[config.mk]
export PLATFORM = sky130hd
export DESIGN_NAME = car_update_sched
export DESIGN_NICKNAME = d
export VERILOG_FILES = /design/src/rtl/car_update_sched.sv
export SDC_FILE = /design/constraint.sdc
export NUM_CORES = 1
export LEC_CHECK = 0
export ABC_AREA = 1
export CAP_MARGIN = 20
export CORE_ASPECT_RATIO = 1.25
export CORE_MARGIN = 8
export CORE_UTILIZATION = 55
export CTS_CLUSTER_SIZE = 24
export DETAILED_ROUTE_END_ITERATION = 10
export PLACE_DENSITY = 0.9
export SLEW_MARGIN = 0
export SYNTH_ARGS = -nofsm -noshare
export SYNTH_HDL_FRONTEND = slang
export SYNTH_SLANG_ARGS = --single-unit
[constraint.sdc]
create_clock -name i_Clk -period 6.8 [get_ports i_Clk]
set_clock_uncertainty 0.2 [all_clocks]
set_input_delay 1.02 -clock i_Clk [delete_from_list [all_inputs] [get_ports i_Clk]]
set_output_delay 1.02 -clock i_Clk [all_outputs]
set_load 0.01 [all_outputs]
[src/rtl/car_update_sched.sv]
// car_update_sched: time-multiplexed movement scheduler for the road cars.
// A slowdown counter produces ticks. Each accepted tick walks one shared
// update engine across every car, one car per clock.
// Optional feature macro: CAR_SCHED_DIR_EN adds a per-car direction (i_Cfg_Dir).
// Ports:
//   i_Clk, i_Rst         clock, synchronous active-high reset
//   i_Enable, i_Level    counter run/pause, difficulty (threshold shift)
//   i_Cfg_*              config write port (accepted only while o_Cfg_Ready)
//   o_Car_X, o_Car_Y     flattened per-car positions, car k at [k*6 +: 6]
//   o_Busy               frame in progress (UPDATE or DONE)
//   o_Frame_Done         one-cycle pulse after the last car updates
//   o_Overrun            sticky, set when a tick is lost
module car_update_sched #(
  parameter int unsigned NUM_CARS      = 10,
  parameter int unsigned c_MAX_X       = 40,
  parameter int unsigned c_SLOW_COUNT  = 2000000,
  parameter int unsigned COUNTER_WIDTH = 26
) (
  input  logic                  i_Clk,
  input  logic                  i_Rst,
  input  logic                  i_Enable,
  input  logic [2:0]            i_Level,
  input  logic                  i_Cfg_We,
  input  logic [5:0]            i_Cfg_Idx,
  input  logic [5:0]            i_Cfg_X,
  input  logic [5:0]            i_Cfg_Y,
  input  logic [2:0]            i_Cfg_Speed,
`ifdef CAR_SCHED_DIR_EN
  input  logic                  i_Cfg_Dir,
`endif
  output logic                  o_Cfg_Ready,
  output logic [NUM_CARS*6-1:0] o_Car_X,
  output logic [NUM_CARS*6-1:0] o_Car_Y,
  output logic                  o_Busy,
  output logic                  o_Frame_Done,
  output logic                  o_Overrun
);

  localparam int unsigned POS_W    = 6;
  localparam logic [31:0] MIN_THR  = 32'(NUM_CARS + 2);
  localparam logic [6:0]  MAX_X7   = 7'(c_MAX_X);
  localparam logic [5:0]  X_RIGHT  = 6'(c_MAX_X - 1);
  localparam logic [5:0]  LAST_IDX = 6'(NUM_CARS - 1);

  typedef enum logic [1:0] {ST_IDLE, ST_UPDATE, ST_DONE} state_t;

  state_t                   state, state_next;
  logic [COUNTER_WIDTH-1:0] counter;
  logic [5:0]               index;
  logic                     pending;
  logic                     consume;
  logic                     tick;
  logic                     cfg_hit;
  logic [5:0]               cfg_x_clamped;
  logic [31:0]              shifted_thr;
  logic [31:0]              thr;

  logic [POS_W-1:0] car_x     [NUM_CARS];
  logic [POS_W-1:0] car_y     [NUM_CARS];
  logic [2:0]       car_speed [NUM_CARS];
`ifdef CAR_SCHED_DIR_EN
  logic             car_dir   [NUM_CARS];
`endif

  // Rightward move: wrap to the left edge when the sum leaves the grid.
  function automatic logic [5:0] move_right(input logic [5:0] x, input logic [2:0] sp);
    logic [6:0] sum;
    sum = 7'(x) + 7'(sp);
    return (sum < MAX_X7) ? sum[5:0] : 6'd0;
  endfunction

`ifdef CAR_SCHED_DIR_EN
  // Leftward move: wrap to the right edge on underflow.
  function automatic logic [5:0] move_left(input logic [5:0] x, input logic [2:0] sp);
    return (x >= 6'(sp)) ? (x - 6'(sp)) : X_RIGHT;
  endfunction
`endif

  // Tick threshold, clamped so a whole frame always fits between ticks.
  always_comb begin
    shifted_thr = 32'(c_SLOW_COUNT) >> i_Level;
    thr         = (shifted_thr < MIN_THR) ? MIN_THR : shifted_thr;
  end

  assign tick          = i_Enable && (32'(counter) >= thr);
  assign cfg_hit       = (state == ST_IDLE) && i_Cfg_We && (32'(i_Cfg_Idx) < 32'(NUM_CARS));
  assign cfg_x_clamped = (7'(i_Cfg_X) >= MAX_X7) ? 6'd0 : i_Cfg_X;

  // FSM state register
  always_ff @(posedge i_Clk) begin
    if (i_Rst) state <= ST_IDLE;
    else       state <= state_next;
  end

  // FSM next state; a config write in IDLE defers the frame
  always_comb begin
    state_next = state;
    consume    = 1'b0;
    case (state)
      ST_IDLE: begin
        if (pending && !i_Cfg_We) begin
          state_next = ST_UPDATE;
          consume    = 1'b1;
        end
      end
      ST_UPDATE: if (index == LAST_IDX) state_next = ST_DONE;
      ST_DONE:   state_next = ST_IDLE;
      default:   state_next = ST_IDLE;
    endcase
  end

  // Slowdown counter, pending tick, car index and status outputs
  always_ff @(posedge i_Clk) begin
    if (i_Rst) begin
      counter      <= '0;
      pending      <= 1'b0;
      index        <= 6'd0;
      o_Busy       <= 1'b0;
      o_Frame_Done <= 1'b0;
      o_Overrun    <= 1'b0;
      o_Cfg_Ready  <= 1'b1;
    end else begin
      if (i_Enable) counter <= tick ? '0 : counter + COUNTER_WIDTH'(1);
      if (consume) begin
        // a tick landing on the consuming cycle re-arms pending
        pending <= tick;
      end else if (tick) begin
        if (pending) o_Overrun <= 1'b1;
        pending <= 1'b1;
      end
      if (consume) index <= 6'd0;
      else if (state == ST_UPDATE && index != LAST_IDX) index <= index + 6'd1;
      o_Busy       <= (state_next != ST_IDLE);
      o_Frame_Done <= (state_next == ST_DONE);
      o_Cfg_Ready  <= (state_next == ST_IDLE);
    end
  end

  // Per-car state: config writes in IDLE, engine updates in UPDATE
  always_ff @(posedge i_Clk) begin
    if (i_Rst) begin
      for (int unsigned k = 0; k < NUM_CARS; k++) begin
        car_x[k]     <= 6'(k % c_MAX_X);
        car_y[k]     <= 6'(k + 1);
        car_speed[k] <= 3'd1;
`ifdef CAR_SCHED_DIR_EN
        car_dir[k]   <= 1'b0;
`endif
      end
    end else begin
      for (int unsigned k = 0; k < NUM_CARS; k++) begin
        if (cfg_hit && i_Cfg_Idx == 6'(k)) begin
          car_x[k]     <= cfg_x_clamped;
          car_y[k]     <= i_Cfg_Y;
          car_speed[k] <= i_Cfg_Speed;
`ifdef CAR_SCHED_DIR_EN
          car_dir[k]   <= i_Cfg_Dir;
`endif
        end else if (state == ST_UPDATE && index == 6'(k)) begin
`ifdef CAR_SCHED_DIR_EN
          car_x[k] <= car_dir[k] ? move_left(car_x[k], car_speed[k])
                                 : move_right(car_x[k], car_speed[k]);
`else
          car_x[k] <= move_right(car_x[k], car_speed[k]);
`endif
        end
      end
    end
  end

  // Flatten registered positions onto the output buses
  for (genvar g = 0; g < NUM_CARS; g++) begin : g_flat
    assign o_Car_X[g*POS_W +: POS_W] = car_x[g];
    assign o_Car_Y[g*POS_W +: POS_W] = car_y[g];
  end

endmodule

==> summary.md <==
| Metric | Value |
|---|---|
| CTS sink cnt | `189` |
| Cell-internal power | `between 1.5 and 2 mW` |
| Via count | `about 9000` |
| Final GP Congestion | `a little over 0.9` |
| Max_cap viols | `0` |
| Final setup violation count | `0` |
| HPWL after DPL | `roughly 22000 um` |
| Crit path cell chain | `clkdlybuf4s50_1, inv_1, o21ai_0, inv_1, ha_1, nand2_1, nor2_1, nand2_1, nor2_1, nor2_1, nand2_1, nand2_1, nand2_1, nand2_1, nand2_2, nor2_1` |
| Largest net degree at the start of global routing | `26` |
| Ys Warns | `0` |
| Post-CTS Setup Bufs | `0` |
| Final Hold Viols | `0` |
| Most frequent cell after synthesis | `nand2_1` |
| CTS Hold Bufs | `0` |
| Hold Crit Class | `flop to flop` |
| Register area | `about 5300 um2` |
| Power Dens Cells | `about 200 nW/um2` |
| Critical-path maximum fanout | `17` |
| Initial Utilization | `approximately 56%` |
| Crit path kind | `input port to flop` |
| Die W | `approximately 140 um` |
| Final worst-path cycle share | `53.3%` |
| Core Footprint | `18200 um2` |
| Worst hold endpoint | `counter[23]$_SDFFE_PP0P_` |
| Worst R2R Start | `car_x[0][36]$_SDFFCE_PN0P_` |
| WL met2 | `approximately 14000 um` |
| Max Root-Sink Buffers | `2` |
| Layout area overhead | `22.7%` |
| Average cell area after synthesis | `around 9.2 um2` |
| Main synth FF type | `edfxtp_1` |
| Initial antenna violation count | `0` |
| Total negative slack | `0 ns` |
| Combinational power share | `9.9%` |
| Top Metal Used | `met4` |
| # IOs | `152` |
| GRT Residual Overflow | `0` |
| Synth unique cells | `45` |
| Synth area leaders | `edfxtp_1 44%, nand2_1 9.5%, dfxtp_1 7.6%` |
| Mapped Cells | `~1100` |
| Final WL | `roughly 30000 um` |
| WP data arrival | `3.74 ns` |
| RSZ-0062 raised after global routing | `no` |
| Syn nets | `approximately 1200` |
| Row Count | `55` |
| First-pass GRT wire length | `about 45000 um` |
| H-tree lvl count | `4` |
| Drt wl/cell | `around 20 um` |
| Number of remaining DRC errors | `0` |
| CP most frequent cell | `nand2_1` |
| Post-synth top area share | `44.0%` |
| FILL cells | `roughly 1200` |
| Sequential fraction of the synthesis area | `roughly half` |
| Input/output buffers | `roughly 150` |
| Outcome | `complete, no violations` |
| CTS Buf Count | `17` |
| Final worst slack | `approximately 3.2 ns` |
| Psw | `between 0.6 and 0.7 mW` |
| Share of cells above drive strength 1 | `between 5 and 6%` |
| Clock Power Share | `39.6%` |
| Critical Path RT | `roughly 6.9 ns` |
| Slew headroom | `between 30 and 40%` |
| DR WL met3 | `~3400 um` |
| Vias in the first global route | `8900` |
| Gr usage total | `about 25%` |
| Initial DRC count | `~1200` |
| Synth area leader | `edfxtp_1` |
| Fmax | `about 280 MHz` |
| CP max stage cell | `clkdlybuf4s50_1` |
| Count of state elements after synthesis | `~190` |
| Worst Hold Launch | `counter[23]$_SDFFE_PP0P_` |
| Nets | `1370` |
| Setup slack, reg-to-reg | `between 3 and 4 ns` |
| Height of the die | `168 um` |
| Clk root buf | `clkbuf_16` |
| Setup WS pre-CTS | `2.77 ns` |
| Worst-margin pin slew | `0.979 ns` |
| Crit end category | `flop` |
| Initial DRT Pass Iterations | `6` |
| Final min period | `3.63 ns` |
| Die ar. | `23200 um2` |
| Critical Path Start Type | `input port` |
| Hold Path Depth | `2` |
| DR vias/cell | `5.94` |
| DRT met1 WL | `approximately 9900 um` |
| Antenna diodes | `0` |
| Slew Limit Fails | `0` |
| Switching Fraction | `26.0%` |
| Area taken by multi-input logic gates | `between 4000 and 5000 um2` |
| Most frequent cells after synthesis | `260 x nand2_1, 150 x edfxtp_1, 136 x nor2_1` |
| VDD IR max | `about 180 uV` |
| Post-synthesis async set-or-reset flop share | `0%` |
| Worst r2r dst | `car_x[0][38]$_SDFFCE_PN1P_` |
| DRT antenna net count | `0` |
| CTS tree | `yes` |
| Register-to-Register Path Depth | `10` |
| Slowest stage delay, CP | `approximately 0.76 ns` |
| Pleak | `around 5.0 nW` |
| Worst-skew pair later-pin latency | `between 0.4 and 0.5 ns` |
| Clock transition at the registers of the reported paths | `approximately 0.070 ns` |
| Sequential group share of total power | `between 50% and 60%` |
| Mapped cell area | `roughly 10000 um2` |
| Number of synthesized flops with an enable pin | `150` |
| Post-CTS Resized | `0` |
==> layer usage <==
metal / vias to the layer above / track usage, %
met5: - / 0
met4: 0 / 17.3
met3: 153 / 5.42
met2: 653 / 41.4
met1: 4128 / 27.8
li1: 4035 / -
==> metrics by stage <==
stage          cells  total power, mW  hold slack (ns)  util, %  instance area, um2
2_1_floorplan   1111             1.44            0.214        -               10200
3_3_place_gp    1479             1.54            0.225     65.9               12000
3_5_place_dp    1479             1.55            0.227     65.9               12000
4_1_cts         1511             2.53            0.239     69.1               12600
5_1_grt         1511             2.60            0.256     69.1               12600
6_report        1511             2.54            0.238     69.1               12600
==> power groups by stage <==
stage / clock [mW] / combinational [mW] / sequential, mW
final: 1.01 / 0.251 / 1.29
after global routing: 1.04 / 0.269 / 1.29
after CTS: 0.998 / 0.246 / 1.29
after detailed placement: 0 / 0.242 / 1.31
after global placement: 0 / 0.233 / 1.31
after floorplan: 0 / 0.123 / 1.32
==> final cells by class <==
| class | instances | area share (%) |
|---|---|---|
| Clock buffer | 18 | 3.42 |
| Sequential cell | 189 | 42.1 |
| Tap cell | 228 | 2.27 |
| Clock inverter | 14 | 1.24 |
| Multi-Input combinational cell | 769 | 34.6 |
| Inverter | 139 | 4.18 |
| Timing Repair Buffer | 154 | 12.2 |
==> cell usage in the layout, fill, tap and decap left out, drive strengths merged, types with 10 or more instances in the layout <==
cell and n:
nand4 23, clkdlybuf4s50 151, nand2 261, edfxtp 150
clkbuf 18, o21ai 36, inv 135, clkinv 16
a21oi 42, dfxtp 39, fa 10, nand3 77
nor2 149, o22ai 17, ha 62, nor3 17
xor2 20, xnor2 26
==> critical path: cells and delay by family <==
kind,cells,cell delay [ns]
AOI/OAI and AO/OA,1,0.20
adders and majority gates,1,0.27
buffers and inverters,3,1.07
and+or+nand+nor,11,1.17
==> worst max-delay path by stage <==
| stage | startpoint | to | depth (start not counted) |
|---|---|---|---|
| floorplan | i_Level[1] | counter[4]$_SDFFE_PP0P_ | 18 |
| global placement | i_Level[2] | counter[17]$_SDFFE_PP0P_ | 16 |
| detailed placement | i_Level[1] | counter[13]$_SDFFE_PP0P_ | 18 |
| CTS | i_Level[1] | counter[13]$_SDFFE_PP0P_ | 18 |
| global route | i_Level[2] | counter[13]$_SDFFE_PP0P_ | 16 |
| finish | i_Level[2] | counter[13]$_SDFFE_PP0P_ | 16 |
==> cell families (layout without fill, tap and decap cells) <==
kind of cell	Yosys count	count (layout)	synth area share (%)
adder cells (fa/ha/maj)	72	72	9.54
buffers and inverters	153	325	5.90
AO/OA/AOI/OAI	114	114	6.33
AND/OR/NAND/NOR	537	537	22.6
flip-flops	189	189	51.7
XOR/XNOR	46	46	3.94
==> state kept, by name (all words and copies together), names as in the netlist <==
name	flops
o_Frame_Done	1
car_x	60
o_Overrun	1
o_Cfg_Ready	1
state	2
pending	1
index	6
counter	26
o_Busy	1
car_y	60
car_speed	30
No activity file was read; power rests on OpenSTA's default activity.
